===== config.mk =====
export PLATFORM = sky130hd
export DESIGN_NAME = qpu_lsu_icb_master_flat
export DESIGN_NICKNAME = d
export VERILOG_FILES = /design/src/rtl/qpu_lsu_icb_master_if.sv /design/src/rtl/qpu_lsu_icb_master.sv /design/src/flat_wrapper.sv
export SDC_FILE = /design/constraint.sdc
export NUM_CORES = 1
export LEC_CHECK = 0
export CORE_AREA = 2 2 114 116
export CTS_CLUSTER_SIZE = 40
export DETAILED_ROUTE_END_ITERATION = 12
export DIE_AREA = 0 0 116 118
export PLACE_DENSITY = 0.83
export SLEW_MARGIN = 20
export SYNTH_ARGS = -nofsm -noshare
export SYNTH_HDL_FRONTEND = slang
export SYNTH_SLANG_ARGS = --single-unit

===== constraint.sdc =====
create_clock -name clk -period 2.05 [get_ports clk]
set_input_delay 0.41 -clock clk [delete_from_list [all_inputs] [get_ports clk]]
set_output_delay 0.41 -clock clk [all_outputs]
set_load 0.005 [all_outputs]

===== src/rtl/qpu_lsu_icb_master_if.sv =====
// Bundle of the execute-request, ICB command, write-back response,
// register write-back and status signals of the LSU ICB master.
// The master modport is the LSU ICB master's view of the bundle.
// The slave modport is the view of the surrounding execute unit and LSU.
interface qpu_lsu_icb_master_if #(
  parameter int XLEN       = 32,
  parameter int ADDR_SIZE  = 32,
  parameter int OSTD_PTR_W = 1
);
  logic                   req_valid;
  logic                   req_ready;
  logic                   req_load;
  logic [1:0]             req_size;
  logic                   req_unsigned;
  logic [ADDR_SIZE-1:0]   req_addr;
  logic [XLEN-1:0]        req_wdata;
  logic [4:0]             req_rd;

  logic                   lsu_icb_cmd_valid;
  logic                   lsu_icb_cmd_ready;
  logic [ADDR_SIZE-1:0]   lsu_icb_cmd_addr;
  logic                   lsu_icb_cmd_read;
  logic [XLEN-1:0]        lsu_icb_cmd_wdata;
  logic [XLEN/8-1:0]      lsu_icb_cmd_wmask;

  logic                   lsu_o_valid;
  logic                   lsu_o_ready;
  logic [XLEN-1:0]        lsu_o_wbck_rdata;
  logic                   lsu_o_cmt_ld;
  logic                   lsu_o_cmt_st;
  logic [ADDR_SIZE-1:0]   lsu_o_cmt_badaddr;

  logic                   wb_valid;
  logic                   wb_ready;
  logic                   wb_we;
  logic [4:0]             wb_rd;
  logic [XLEN-1:0]        wb_data;

  logic                   err_valid;
  logic [ADDR_SIZE-1:0]   err_badaddr;
  logic                   err_unexp;
  logic [OSTD_PTR_W:0]    ostd_cnt;
  logic                   lsu_idle;

  modport master (
    input  req_valid, req_load, req_size, req_unsigned, req_addr, req_wdata, req_rd,
    output req_ready,
    output lsu_icb_cmd_valid, lsu_icb_cmd_addr, lsu_icb_cmd_read,
           lsu_icb_cmd_wdata, lsu_icb_cmd_wmask,
    input  lsu_icb_cmd_ready,
    input  lsu_o_valid, lsu_o_wbck_rdata, lsu_o_cmt_ld, lsu_o_cmt_st, lsu_o_cmt_badaddr,
    output lsu_o_ready,
    output wb_valid, wb_we, wb_rd, wb_data,
    input  wb_ready,
    output err_valid, err_badaddr, err_unexp, ostd_cnt, lsu_idle
  );

  modport slave (
    output req_valid, req_load, req_size, req_unsigned, req_addr, req_wdata, req_rd,
    input  req_ready,
    input  lsu_icb_cmd_valid, lsu_icb_cmd_addr, lsu_icb_cmd_read,
           lsu_icb_cmd_wdata, lsu_icb_cmd_wmask,
    output lsu_icb_cmd_ready,
    output lsu_o_valid, lsu_o_wbck_rdata, lsu_o_cmt_ld, lsu_o_cmt_st, lsu_o_cmt_badaddr,
    input  lsu_o_ready,
    input  wb_valid, wb_we, wb_rd, wb_data,
    output wb_ready,
    input  err_valid, err_badaddr, err_unexp, ostd_cnt, lsu_idle
  );
endinterface


===== src/rtl/qpu_lsu_icb_master.sv =====
// LSU ICB command initiator: turns execute-stage load/store requests into
// word-aligned ICB commands, tracks outstanding commands in an in-order
// FIFO and returns extended load data to the register-file write port.
// Optional misalignment check: define QPU_LSU_MISALIGN_CHK_EN.
module qpu_lsu_icb_master #(
  parameter int XLEN       = 32,
  parameter int ADDR_SIZE  = 32,
  parameter int OSTD_DEPTH = 2,
  parameter int OSTD_PTR_W = 1
) (
  input  logic                  clk,
  input  logic                  rst,
  qpu_lsu_icb_master_if.master  bus
);

  localparam int NB = XLEN / 8;
  localparam int PW = (OSTD_PTR_W > 0) ? OSTD_PTR_W : 1;
  localparam int CW = OSTD_PTR_W + 1;
  localparam logic [CW-1:0] DEPTH_C = CW'(OSTD_DEPTH);
  localparam logic [PW-1:0] LAST_C  = PW'(OSTD_DEPTH - 1);

  logic [PW-1:0]         wr_ptr, rd_ptr;
  logic [CW-1:0]         cnt;
  logic                  full, empty;
  logic                  mis, mis_take;
  logic                  push, pop, fault;
  logic [1:0]            off;

  logic [OSTD_DEPTH-1:0] ent_load, ent_uns;
  logic [1:0]            ent_size [OSTD_DEPTH];
  logic [1:0]            ent_off  [OSTD_DEPTH];
  logic [4:0]            ent_rd   [OSTD_DEPTH];

  logic                  h_load, h_uns;
  logic [1:0]            h_size, h_off;
  logic [XLEN-1:0]       sh;
  logic [NB-1:0]         wmask;
  logic [XLEN-1:0]       wdata;
  logic [XLEN-1:0]       ext;

  assign full  = (cnt == DEPTH_C);
  assign empty = (cnt == '0);
  assign off   = bus.req_addr[1:0];

`ifdef QPU_LSU_MISALIGN_CHK_EN
  // Half needs even address, word (and reserved size) needs word alignment.
  always_comb begin
    mis = 1'b0;
    case (bus.req_size)
      2'd0:    mis = 1'b0;
      2'd1:    mis = off[0];
      default: mis = (off != 2'd0);
    endcase
  end
`else
  assign mis = 1'b0;
`endif

  // A misaligned request is swallowed here and never reaches the ICB.
  assign mis_take              = bus.req_valid & mis & ~full;
  assign bus.lsu_icb_cmd_valid = bus.req_valid & ~full & ~mis;
  assign bus.req_ready         = ~full & (mis | bus.lsu_icb_cmd_ready);
  assign push                  = bus.lsu_icb_cmd_valid & bus.lsu_icb_cmd_ready;

  // Byte-lane mask and lane-replicated store data from size and offset.
  always_comb begin
    wmask = '0;
    wdata = bus.req_wdata;
    case (bus.req_size)
      2'd0: begin
        wmask = NB'(1) << off;
        wdata = {NB{bus.req_wdata[7:0]}};
      end
      2'd1: begin
        wmask = NB'(3) << off;
        wdata = {(NB/2){bus.req_wdata[15:0]}};
      end
      default: begin
        wmask = '1;
        wdata = bus.req_wdata;
      end
    endcase
  end

  assign bus.lsu_icb_cmd_addr  = {bus.req_addr[ADDR_SIZE-1:2], 2'b00};
  assign bus.lsu_icb_cmd_read  = bus.req_load;
  assign bus.lsu_icb_cmd_wmask = wmask;
  assign bus.lsu_icb_cmd_wdata = wdata;

  assign h_load = ent_load[rd_ptr];
  assign h_uns  = ent_uns[rd_ptr];
  assign h_size = ent_size[rd_ptr];
  assign h_off  = ent_off[rd_ptr];

  // Pick the addressed byte/half out of the returned word and extend it.
  assign sh = bus.lsu_o_wbck_rdata >> {h_off, 3'b000};
  always_comb begin
    ext = sh;
    case (h_size)
      2'd0:    ext = {{(XLEN-8){sh[7] & ~h_uns}}, sh[7:0]};
      2'd1:    ext = {{(XLEN-16){sh[15] & ~h_uns}}, sh[15:0]};
      default: ext = sh;
    endcase
  end

  // Responses arriving with nothing outstanding are always accepted and dropped.
  assign bus.lsu_o_ready = empty | bus.wb_ready;
  assign bus.wb_valid    = bus.lsu_o_valid & ~empty;
  assign bus.wb_we       = h_load & ~bus.lsu_o_cmt_ld;
  assign bus.wb_rd       = ent_rd[rd_ptr];
  assign bus.wb_data     = ext;
  assign pop             = bus.lsu_o_valid & bus.wb_ready & ~empty;
  assign fault           = pop & (bus.lsu_o_cmt_ld | bus.lsu_o_cmt_st);

  assign bus.ostd_cnt = cnt;
  assign bus.lsu_idle = empty;

  // Pointers and occupancy count; full is registered so a same-cycle pop
  // never lets a push through.
  always_ff @(posedge clk) begin
    if (rst) begin
      wr_ptr <= '0;
      rd_ptr <= '0;
      cnt    <= '0;
    end else begin
      if (push) wr_ptr <= (wr_ptr == LAST_C) ? '0 : wr_ptr + 1'b1;
      if (pop)  rd_ptr <= (rd_ptr == LAST_C) ? '0 : rd_ptr + 1'b1;
      case ({push, pop})
        2'b10:   cnt <= cnt + 1'b1;
        2'b01:   cnt <= cnt - 1'b1;
        default: cnt <= cnt;
      endcase
    end
  end

  // Entry storage needs no reset: it is only read while the count covers it.
  always_ff @(posedge clk) begin
    if (push) begin
      ent_load[wr_ptr] <= bus.req_load;
      ent_uns[wr_ptr]  <= bus.req_unsigned;
      ent_size[wr_ptr] <= bus.req_size;
      ent_off[wr_ptr]  <= off;
      ent_rd[wr_ptr]   <= bus.req_rd;
    end
  end

  // Fault / misalignment pulse and captured address, plus sticky unexpected flag.
  always_ff @(posedge clk) begin
    if (rst) begin
      bus.err_valid   <= 1'b0;
      bus.err_badaddr <= '0;
      bus.err_unexp   <= 1'b0;
    end else begin
      bus.err_valid <= fault | mis_take;
      if (fault)
        bus.err_badaddr <= bus.lsu_o_cmt_badaddr;
      else if (mis_take)
        bus.err_badaddr <= bus.req_addr;
      if (bus.lsu_o_valid & empty)
        bus.err_unexp <= 1'b1;
    end
  end

endmodule


===== src/flat_wrapper.sv =====
// flat-port wrapper written by rule: the top's interface ports become plain ports
module qpu_lsu_icb_master_flat 
#(
  parameter int XLEN       = 32,
  parameter int ADDR_SIZE  = 32,
  parameter int OSTD_DEPTH = 2,
  parameter int OSTD_PTR_W = 1
)
  (clk, rst, bus_req_valid, bus_req_load, bus_req_size, bus_req_unsigned, bus_req_addr, bus_req_wdata, bus_req_rd, bus_req_ready, bus_lsu_icb_cmd_valid, bus_lsu_icb_cmd_addr, bus_lsu_icb_cmd_read, bus_lsu_icb_cmd_wdata, bus_lsu_icb_cmd_wmask, bus_lsu_icb_cmd_ready, bus_lsu_o_valid, bus_lsu_o_wbck_rdata, bus_lsu_o_cmt_ld, bus_lsu_o_cmt_st, bus_lsu_o_cmt_badaddr, bus_lsu_o_ready, bus_wb_valid, bus_wb_we, bus_wb_rd, bus_wb_data, bus_wb_ready, bus_err_valid, bus_err_badaddr, bus_err_unexp, bus_ostd_cnt, bus_lsu_idle);
  qpu_lsu_icb_master_if #(.XLEN(XLEN), .ADDR_SIZE(ADDR_SIZE), .OSTD_PTR_W(OSTD_PTR_W)) bus_i ();
  input  logic clk;
  input  logic rst;
  input wire logic [$bits(bus_i.req_valid)-1:0] bus_req_valid;
  input wire logic [$bits(bus_i.req_load)-1:0] bus_req_load;
  input wire logic [$bits(bus_i.req_size)-1:0] bus_req_size;
  input wire logic [$bits(bus_i.req_unsigned)-1:0] bus_req_unsigned;
  input wire logic [$bits(bus_i.req_addr)-1:0] bus_req_addr;
  input wire logic [$bits(bus_i.req_wdata)-1:0] bus_req_wdata;
  input wire logic [$bits(bus_i.req_rd)-1:0] bus_req_rd;
  output wire logic [$bits(bus_i.req_ready)-1:0] bus_req_ready;
  output wire logic [$bits(bus_i.lsu_icb_cmd_valid)-1:0] bus_lsu_icb_cmd_valid;
  output wire logic [$bits(bus_i.lsu_icb_cmd_addr)-1:0] bus_lsu_icb_cmd_addr;
  output wire logic [$bits(bus_i.lsu_icb_cmd_read)-1:0] bus_lsu_icb_cmd_read;
  output wire logic [$bits(bus_i.lsu_icb_cmd_wdata)-1:0] bus_lsu_icb_cmd_wdata;
  output wire logic [$bits(bus_i.lsu_icb_cmd_wmask)-1:0] bus_lsu_icb_cmd_wmask;
  input wire logic [$bits(bus_i.lsu_icb_cmd_ready)-1:0] bus_lsu_icb_cmd_ready;
  input wire logic [$bits(bus_i.lsu_o_valid)-1:0] bus_lsu_o_valid;
  input wire logic [$bits(bus_i.lsu_o_wbck_rdata)-1:0] bus_lsu_o_wbck_rdata;
  input wire logic [$bits(bus_i.lsu_o_cmt_ld)-1:0] bus_lsu_o_cmt_ld;
  input wire logic [$bits(bus_i.lsu_o_cmt_st)-1:0] bus_lsu_o_cmt_st;
  input wire logic [$bits(bus_i.lsu_o_cmt_badaddr)-1:0] bus_lsu_o_cmt_badaddr;
  output wire logic [$bits(bus_i.lsu_o_ready)-1:0] bus_lsu_o_ready;
  output wire logic [$bits(bus_i.wb_valid)-1:0] bus_wb_valid;
  output wire logic [$bits(bus_i.wb_we)-1:0] bus_wb_we;
  output wire logic [$bits(bus_i.wb_rd)-1:0] bus_wb_rd;
  output wire logic [$bits(bus_i.wb_data)-1:0] bus_wb_data;
  input wire logic [$bits(bus_i.wb_ready)-1:0] bus_wb_ready;
  output wire logic [$bits(bus_i.err_valid)-1:0] bus_err_valid;
  output wire logic [$bits(bus_i.err_badaddr)-1:0] bus_err_badaddr;
  output wire logic [$bits(bus_i.err_unexp)-1:0] bus_err_unexp;
  output wire logic [$bits(bus_i.ostd_cnt)-1:0] bus_ostd_cnt;
  output wire logic [$bits(bus_i.lsu_idle)-1:0] bus_lsu_idle;
  assign bus_i.req_valid = bus_req_valid;
  assign bus_i.req_load = bus_req_load;
  assign bus_i.req_size = bus_req_size;
  assign bus_i.req_unsigned = bus_req_unsigned;
  assign bus_i.req_addr = bus_req_addr;
  assign bus_i.req_wdata = bus_req_wdata;
  assign bus_i.req_rd = bus_req_rd;
  assign bus_req_ready = bus_i.req_ready;
  assign bus_lsu_icb_cmd_valid = bus_i.lsu_icb_cmd_valid;
  assign bus_lsu_icb_cmd_addr = bus_i.lsu_icb_cmd_addr;
  assign bus_lsu_icb_cmd_read = bus_i.lsu_icb_cmd_read;
  assign bus_lsu_icb_cmd_wdata = bus_i.lsu_icb_cmd_wdata;
  assign bus_lsu_icb_cmd_wmask = bus_i.lsu_icb_cmd_wmask;
  assign bus_i.lsu_icb_cmd_ready = bus_lsu_icb_cmd_ready;
  assign bus_i.lsu_o_valid = bus_lsu_o_valid;
  assign bus_i.lsu_o_wbck_rdata = bus_lsu_o_wbck_rdata;
  assign bus_i.lsu_o_cmt_ld = bus_lsu_o_cmt_ld;
  assign bus_i.lsu_o_cmt_st = bus_lsu_o_cmt_st;
  assign bus_i.lsu_o_cmt_badaddr = bus_lsu_o_cmt_badaddr;
  assign bus_lsu_o_ready = bus_i.lsu_o_ready;
  assign bus_wb_valid = bus_i.wb_valid;
  assign bus_wb_we = bus_i.wb_we;
  assign bus_wb_rd = bus_i.wb_rd;
  assign bus_wb_data = bus_i.wb_data;
  assign bus_i.wb_ready = bus_wb_ready;
  assign bus_err_valid = bus_i.err_valid;
  assign bus_err_badaddr = bus_i.err_badaddr;
  assign bus_err_unexp = bus_i.err_unexp;
  assign bus_ostd_cnt = bus_i.ostd_cnt;
  assign bus_lsu_idle = bus_i.lsu_idle;
  qpu_lsu_icb_master #(.XLEN(XLEN), .ADDR_SIZE(ADDR_SIZE), .OSTD_DEPTH(OSTD_DEPTH), .OSTD_PTR_W(OSTD_PTR_W)) u_core (.clk(clk), .rst(rst), .bus(bus_i));
endmodule

# Yosys cells after proc, flatten, opt, wreduce, memory -nomap -nowiden
# Memory sizes are Yosys's and may differ from the RTL's. A register that Yosys moved wholly into a read port is not among the register bits.
# Cells that the tools add are included.
[classes] addsub=4 n_shift=3 n_mux=22 n_eq_ne=5 n_bitwise=17 n_reduce_logical=5 magnitude_cmp=3
[op_table] cell="$pmux 32 s2" n=2
[op_table] cell="$shr 32x5->32" n=1
[op_table] cell="$mux 1" n=15
[op_table] cell="$and 1x1->1" n=11
[op_table] cell="$pmux 4 s2" n=1
[op_table] cell="$eq 2x1->1 const B" n=3
[op_table] cell="$logic_not 2->1" n=3
[op_table] cell="$bwmux 2" n=2
[op_table] cell="$eq 2x2->1 const B" n=2
[op_table] cell="$lt 1x2->1 const B" n=2
[op_table] cell="$not 1->1" n=4
[op_table] cell="$pmux 2 s2" n=1
[op_table] cell="$shl 1x2->4 const A" n=1
[op_table] cell="$shl 2x2->4 const A" n=1
[op_table] cell="$add 1x1->1 const B" n=2
[op_table] cell="$add 2x1->2 const B" n=1
[op_table] cell="$or 1x1->1" n=2
[op_table] cell="$reduce_bool 2->1" n=1
[op_table] cell="$sub 2x1->2 const B" n=1
[op_table] cell="$demux 1 s1" n=1
[op_table] cell="$ge 1x1->1 const B" n=1
[op_table] cell="$logic_and 1x1->1" n=1
[totals] ff_bits=42 in_bits=145 out_inout_bits=148 n_memories=3 mem_bits_rw=18
[memory_table] name="u_core.ent_rd" depth=2 word_bits=5 rd=1 rd_clocked_by_memory_dff=1 wr=1 line="qpu_lsu_icb_master.sv:32" source="logic [4:0] ent_rd [OSTD_DEPTH];"
[memory_table] name="u_core.ent_off" depth=2 word_bits=2 rd=1 rd_clocked_by_memory_dff=1 wr=1 line="qpu_lsu_icb_master.sv:31" source="logic [1:0] ent_off [OSTD_DEPTH];"
[memory_table] name="u_core.ent_size" depth=2 word_bits=2 rd=1 rd_clocked_by_memory_dff=1 wr=1 line="qpu_lsu_icb_master.sv:30" source="logic [1:0] ent_size [OSTD_DEPTH];"

# Depth between registers and ports, before layout
# Gate-level depths: netlist of the first run.
[depth] word_depth=6 mapped_depth=7 mapped_depth_nobuf=6

# Worst setup path before layout of the first run
# OpenSTA, ideal clock, no wires.
[synth_path] path_kind="flip-flop to output port" startpoint="register with a tool-made name" endpoint="output bus_wb_data[20]" path_buffers=2 path_stages_with_launch=7 t_required_ns=1.640 path_slack_ns=0.031 arrival_time_ns=1.609 cell_sequence="dfxtp_1 -> buf_6 -> mux2_4 -> mux2i_1 -> a221o_2 -> buf_6 -> o311ai_1"
[synth_rtl] element="end: declaration" line="flat_wrapper.sv:36" source="output wire logic [$bits(bus_i.wb_data)-1:0] bus_wb_data;"

==> results of run 1 <==
[final timing paths]
path	slack, ns	endpoint	cells after the start	start
hold / removal	0.45	u_core.bus.err_badaddr[1]	2	u_core.bus.err_badaddr[1]
setup reg to reg	0.35	u_core.bus.ostd_cnt[1]	5	u_core.bus.ostd_cnt[0]
setup / recovery	-0.59	bus_wb_data[17]	8	register
hold reg to reg	0.45	u_core.bus.err_badaddr[1]	2	u_core.bus.err_badaddr[1]
[power by group through the flow]
stage / Sequential [mW] / Clock (mW) / Combinational, mW
detailed placement: 1.37 / 0 / 1.18
CTS: 1.34 / 1.51 / 1.30
finish: 1.35 / 1.48 / 1.39
global route: 1.35 / 1.57 / 1.47
global placement: 1.36 / 0 / 1.15
floorplan: 1.37 / 0 / 0.462
[stage by stage]
step                instances  TNS [ns]  hold WS (ns)  area, um2
finish                    865    -13.60        0.4530       7171
global route              865    -15.51        0.4766       7171
CTS                       858    -12.31        0.4554       6992
detailed placement        795    -29.85        0.4479       6122
global placement          795    -26.29        0.4401       6122
floorplan                 413         0        0.4527       3651
[placed cells by master (no fill, tap or decap), types with 3 or more instances in the layout]
cell and count:
a211oi_2 6, a21oi_1 42, a221o_2 4, a22oi_2 8, and2_1 9, buf_12 5, buf_2 31, buf_4 48
buf_6 43, clkbuf_16 10, clkbuf_2 3, clkdlybuf4s50_1 167, dfxtp_1 36, dlygate4sd2_1 23, dlymetal6s2s_1 4, edfxtp_1 22
inv_1 3, mux2_2 20, mux2_4 10, mux2i_1 15, mux2i_4 5, nand2_1 81, nand3_2 7, nor2_1 12
nor2_2 3, o21ai_0 11, o21ai_1 3, o21ai_2 5, o311ai_1 5, or2_2 3
[cell type report]
class | instances | area, um2 | share of cell area [%]
Timing Repair Buffer | 326 | 3085 | 43.03
Multi-Input combinational cell | 287 | 2106 | 29.37
Sequential cell | 61 | 1448 | 20.19
Clock buffer | 11 | 264.0 | 3.682
Tap cell | 172 | 215.2 | 3.001
Clock inverter | 5 | 41.29 | 0.5758
Inverter | 3 | 11.26 | 0.1570
[kinds of logic (layout without fill, tap and decap cells)]
logic type / count (synthesis) / count (layout)
mux: 52 / 52
compound gates: 95 / 99
xor+xnor: 4 / 4
flops: 61 / 61
other cells: 1 / 2
fa+ha+maj: 1 / 1
buf+inv: 69 / 345
simple gates: 129 / 129
[registers in the layout (all words and copies together) (netlist names), named ones only]
signal / count
u_core.ent_uns: 2
u_core.bus.err_unexp: 1
u_core.bus.err_valid: 1
u_core.wr_ptr: 1
u_core.ent_off: 4
u_core.bus.err_badaddr: 32
u_core.ent_size: 4
u_core.ent_rd: 10
u_core.rd_ptr: 1
u_core.ent_load: 2
u_core.bus.ostd_cnt: 2
[metal layers]
layer / part of all wire [%] / GRT usage (%)
met5: 0 / 0
met2: 53 / 39.47
met4: 4.6 / 11.38
met3: 6.9 / 5.716
met1: 36 / 22.00
[worst max-delay path, cell delays in order (launching register included)]
cell      delay (ns)
dfxtp_4         0.38
buf_6           0.12
mux2i_2         0.22
o211ai_1        0.25
a221o_2         0.45
buf_6           0.15
buf_6           0.12
o311ai_4        0.06
buf_2           0.15
[repair_timing]
action	in CTS	in global routing
pin swaps	26	16
setup endpoints to repair	66	43
resized for setup	242	49
setup buffers	42	10
gates cloned	6	0
hold endpoints to repair	0	0
==> results.md, run 1 <==
- CP required: 1.64 ns
- Mux contribution to synthesized area: 16.05%
- GRT Overall Usage: 21.61%
- Commonest cells in the synthesized netlist: nand2_1 (82), a21oi_1 (44), buf_4 (42), dfxtp_1 (39), mux2_2 (28)
- Post-synth top area cell: dfxtp_1
- Port Buf Inserts: 230
- Synth cell types: 41
- Diode count: 0
- Routed vias: 4280
- Clock Sink Count: 61
- Vias in the first global route: 4461
- Max Cap Violations: 0
- Die X: 116 um
- Post-DR vias/cell: 4.948
- DRC: 0
- Clock share of power: 35.1%
- Initial Util: 29.38%
- WS Path Type: register to output pin
- Register bit total from synthesis: 61
- Area Overhead vs Synth: 96.60%
- Arr. time, crit path: 2.23 ns
- WL final: 16260 um
- Cell Pwr Density: 587.5 mW/mm2
- Initial DRT Pass Iterations: 4
- Sequential Power Share: 31.9%
- Top cells by area, synth: dfxtp_1 (21%), edfxtp_1 (18%), buf_4 (8.6%), mux2_2 (8.6%), nand2_1 (8.4%)
- Synth warn: 0
- TritonCTS buffer count: 9
- First-pass GRT wire length: 23200 um
- Simple-gate area share of the yosys netlist: 15.23%
- Synth top area share: 21.41%
- Final Power: 4.213 mW
- Synth Cell Area: 0.003647 mm2
- Main flop type after synthesis: dfxtp_1
- Final Hold Violating Endpoints: 0
- Skew-Pair Late Insertion Delay: 0.32 ns
- Status: complete, but fails checks
- Final Max Tran Viols: 0
- Nets: 834
- CTS tree: built
- Startpoint types: register
- Asr flop ratio synth: 0%
- Cells after Synth: 412
- Grt ovf: 0
- DR WL/cell: 18.80 um
- Core ar.: 0.01241 mm2
- Syn avg cell area: 8.853 um2
- Logic gate share of total power: 33.0%
- Rows: 41
- Worst VDD drop: 0.3571 mV
- Static leakage: 2.950 nW
- Worst-margin pin slew: 0.6160 ns
- Post-synth EDFFs: 22
- H-tree levels: 3
- Die H: 118 um
- Slew headroom: 58.93%
- # fillers: 1053
- CP max FO: 5
- Detail Placement HPWL: 9940 um
- Fraction of layout instances using a drive strength above 1: 34.05%
- Core Util, Final: 57.76%
- Xor/xnor share of the synthesized area: 0.9605%
- Fmax: 378.4 MHz
- CP endpoint kind: output pin
- Largest net degree at the start of global routing: 40
- Max clock buf depth: 2
- Adder-cell share of the synthesized area: 0.3431%
- Die Area: 0.01369 mm2
- Starting DRT DRC Count: 247
- HP Class: register to register
- Psw: 1.156 mW
- Initial antenna violation count: 0
- Routed Antenna Nets: 0
- Routability cong.: 0.8646
- CTS clk-pin slew, worst paths: 0.06 ns
- Failing checks: negative setup slack
- Min cycle time layout: 2.642 ns
- Sw Ratio: 27.45%
- Cts-stage hold buffer count: 0
- Post-Place Setup Slack: -0.8355 ns
- Skew final: 0.006572 ns
- Fin crit share: 128.9%
- Sequential fraction of the synthesis area: 39.52%
- Combinational family with the most area after synthesis: multiplexers
- Complex-gate fraction of the synthesized area: 15.64%
- RSZ-0062 raised after global routing: true
- Top-count cell post-synth: nand2_1
- Top-Level Pins: 293
- Final worst slack: -0.5924 ns
- Root buf cell: clkbuf_16
- # setup viols final: 32
- Int Power: 3.056 mW
Power figures use the tool's default switching activity.
==> run 2, diff against run 1 <==
- CORE_AREA: 2 2 114 116 -> 2 2 115 117
- DIE_AREA: 0 0 116 118 -> 0 0 117 119
- GPL_ROUTABILITY_DRIVEN: default -> 0
- PLACE_DENSITY: 0.83 -> 0.79
- clock period: 2.05 -> 2.65 ns (I/O delays scaled with it)
==> results.md, run 2 (same netlist as run 1, synthesis figures left out) <==
- Placed cell area: 0.006085 mm2 (-0.61%)
- Fmax: 370.5 MHz
- TritonCTS buffer count: 9 (unchanged)
- Nets: 788 (-5.5%)
- Root buf cell: clkbuf_16
- Final Max Tran Viols: 0 (unchanged)
- DRC: 0 (unchanged)
- Largest Register: u_core.bus.err_badaddr
- Static leakage: 2.706 nW (-8.3%)
- Skew-Pair Late Insertion Delay: 0.32 ns (about the same)
- Worst-margin pin slew: 0.6063 ns (-0.009745 ns)
- RSZ-0062 raised after global routing: true
- Detail Placement HPWL: 9921 um (-0.20%)
- Cell Pwr Density: 479.6 mW/mm2 (-18%)
- Max clock buf depth: 2 (unchanged)
- Initial antenna violation count: 0 (unchanged)
- Worst R2R Setup Slack: 0.84 ns (+0.49 ns)
- Final Power: 3.238 mW (-23%)
- # setup viols final: 8 (-75%)
- Die H: 119 um (+0.85%)
- Dpl cells: 795 (unchanged)
- Starting DRT DRC Count: 164 (-34%)
- Worst Reg2Reg Path Length in Cells: 5 (unchanged)
- Fin crit share: 101.9%
- Number of cells on the critical path: 8 (unchanged)
- Setup TNS: -0.2165 ns (+13.38 ns)
- GRT Overall Usage: 17.22% (-4.4 points)
- WL final: 13310 um (-18%)
- Cells along the critical path: buf_4 -> mux2i_4 -> buf_6 -> nand2_4 -> a221o_2 -> clkbuf_16 -> o311ai_2 -> buf_2
- Slew headroom: 59.58% (+0.65 points)
- Min cycle time layout: 2.699 ns
- Max Cap Violations: 0 (unchanged)
- Worst VDD drop: 0.3603 mV (+0.88%)
- Skew final: 0.004611 ns (-0.001962 ns)
- Final worst slack: -0.04928 ns (+0.5431 ns)
- H-tree levels: 3 (unchanged)
- Port Buf Inserts: 230 (unchanged)
- Initial DRT Pass Iterations: 4 (unchanged)
- First-pass GRT wire length: 18890 um (-19%)
- Crit path largest cell delay: 0.48 ns (+0.03 ns)
- Biggest regs: u_core.bus.err_badaddr (32), u_core.ent_rd (10)
- Final Hold Violating Endpoints: 0 (unchanged)
- Hold depth: 2 (unchanged)
- Status: complete, but fails checks
- WS Path Type: register to output pin
- Routed vias: 3945 (-7.8%)
- Startpoint types: register
- HP Class: register to register
- Area Overhead vs Synth: 85.11%
- CTS clk-pin slew, worst paths: 0.05 ns (about the same)
- Commonest non-fill, non-tap cells in the layout: clkdlybuf4s50_1 (194), nand2_1 (81), a21oi_1 (44)
- Post-DR vias/cell: 4.799 (-3.0%)
- Delay-heaviest family, CP: buffers and inverters
- Diode count: 0 (unchanged)
- CP required: 2.12 ns (+0.48 ns)
- Routed Antenna Nets: 0 (unchanged)
- DR WL/cell: 16.19 um (-14%)
- Top-Level Pins: 293 (unchanged)
- Rows: 42 (+2.4%)
- Die X: 117 um (+0.86%)
- Commonest non-fill, non-tap cell in the layout: clkdlybuf4s50_1
- Max FFs per register: 32 (unchanged)
- Core ar.: 0.01287 mm2 (+3.7%)
- Failing checks: negative setup slack
- Largest net degree at the start of global routing: 34 (-15%)
- Final non-filler cell total: 822 (-5.0%)
- CTS tree: built
- Slowest-stage cell, CP: a221o_2
- CP bufs+invs: 4 (unchanged)
- Min Hold Slack: 0.4572 ns (+0.004251 ns)
- Initial Util: 28.33% (-1.1 points)
- Fraction of layout instances using a drive strength above 1: 26.32% (-7.7 points)
- Clock Sink Count: 61 (unchanged)
- Die Area: 0.01392 mm2 (+1.7%)
- Final Cell Area: 0.006751 mm2 (-5.8%)
- CP endpoint kind: output pin
- CP max FO: 6 (+1)
- Vias in the first global route: 3827 (-14%)
- Grt ovf: 0 (unchanged)
- Arr. time, crit path: 2.17 ns (-0.06 ns)
## run 2: changes by cell type in the layout (fill, tap and decap cells not counted), moves of 3 or more
| cell | before | now |
|---|---|---|
| buf_6 | 43 | 9 |
| mux2_2 | 20 | 25 |
| clkdlybuf4s50_1 | 167 | 194 |
| o311ai_1 | 5 | 1 |
| mux2_4 | 10 | 5 |
| buf_4 | 48 | 39 |
| clkbuf_16 | 10 | 14 |
| buf_2 | 31 | 23 |
| a221o_2 | 4 | 1 |
| dlygate4sd2_1 | 23 | 6 |
| o311ai_4 | 1 | 4 |
## run 2: what timing repair did
item	4_1_cts	5_1_grt
hold buffers	0	0
resized for setup	69	113
buffers inserted	8	2
pin swaps	1	13
cloned	0	3
setup endpoints to repair	32	47
## run 2: final cells by class
class	instances	area, um2
clock buffer	14	327.8
clock inverter	1	5.005
fill	1144	6123
inverter	3	11.26
multi-input combinational	283	2036
sequential	61	1445
tap	176	220.2
timing repair buffer	284	2706
## run 2: worst paths after layout
path | start | to
worst min register to register | u_core.bus.err_badaddr[20] | u_core.bus.err_badaddr[20]
worst min-delay path | u_core.bus.err_badaddr[20] | u_core.bus.err_badaddr[20]
worst max register to register | u_core.bus.ostd_cnt[0] | u_core.bus.ostd_cnt[1]
worst max-delay path | register | bus_wb_data[21]
## run 2: power by group
| group | total (mW) | switching, mW | internal [mW] |
|---|---|---|---|
| Sequential | 1.04 | 0.0256 | 1.01 |
| Clock | 1.23 | 0.387 | 0.847 |
| Combinational | 0.964 | 0.385 | 0.579 |
## run 2: routing by layer
metal	part of all wire [%]	track usage [%]	up-vias
li1	-	-	1872
met3	8.0	4.936	27
met5	0	0	-
met2	53	32.15	174
met4	2.1	5.735	0
met1	36	18.12	1872
## run 2: worst reg2reg max path: cells and delay by family (launching register included)
kind,cells,cell delay [ns]
buffers and inverters,1,0.09
AND/OR/NAND/NOR,1,0.37
flip-flops,1,0.37
AO/OA/AOI/OAI,2,0.56
adder cells (fa/ha/maj),1,0.35
## run 2: stage by stage
| stage | worst slack, ns | util [%] |
|---|---|---|
| after floorplan | 0.5107 | - |
| after global placement | -0.3761 | 47.26 |
| after detailed placement | -0.4343 | 47.26 |
| after CTS | -0.08900 | 50.42 |
| after global routing | -0.1267 | 52.44 |
| final | -0.04928 | 52.44 |
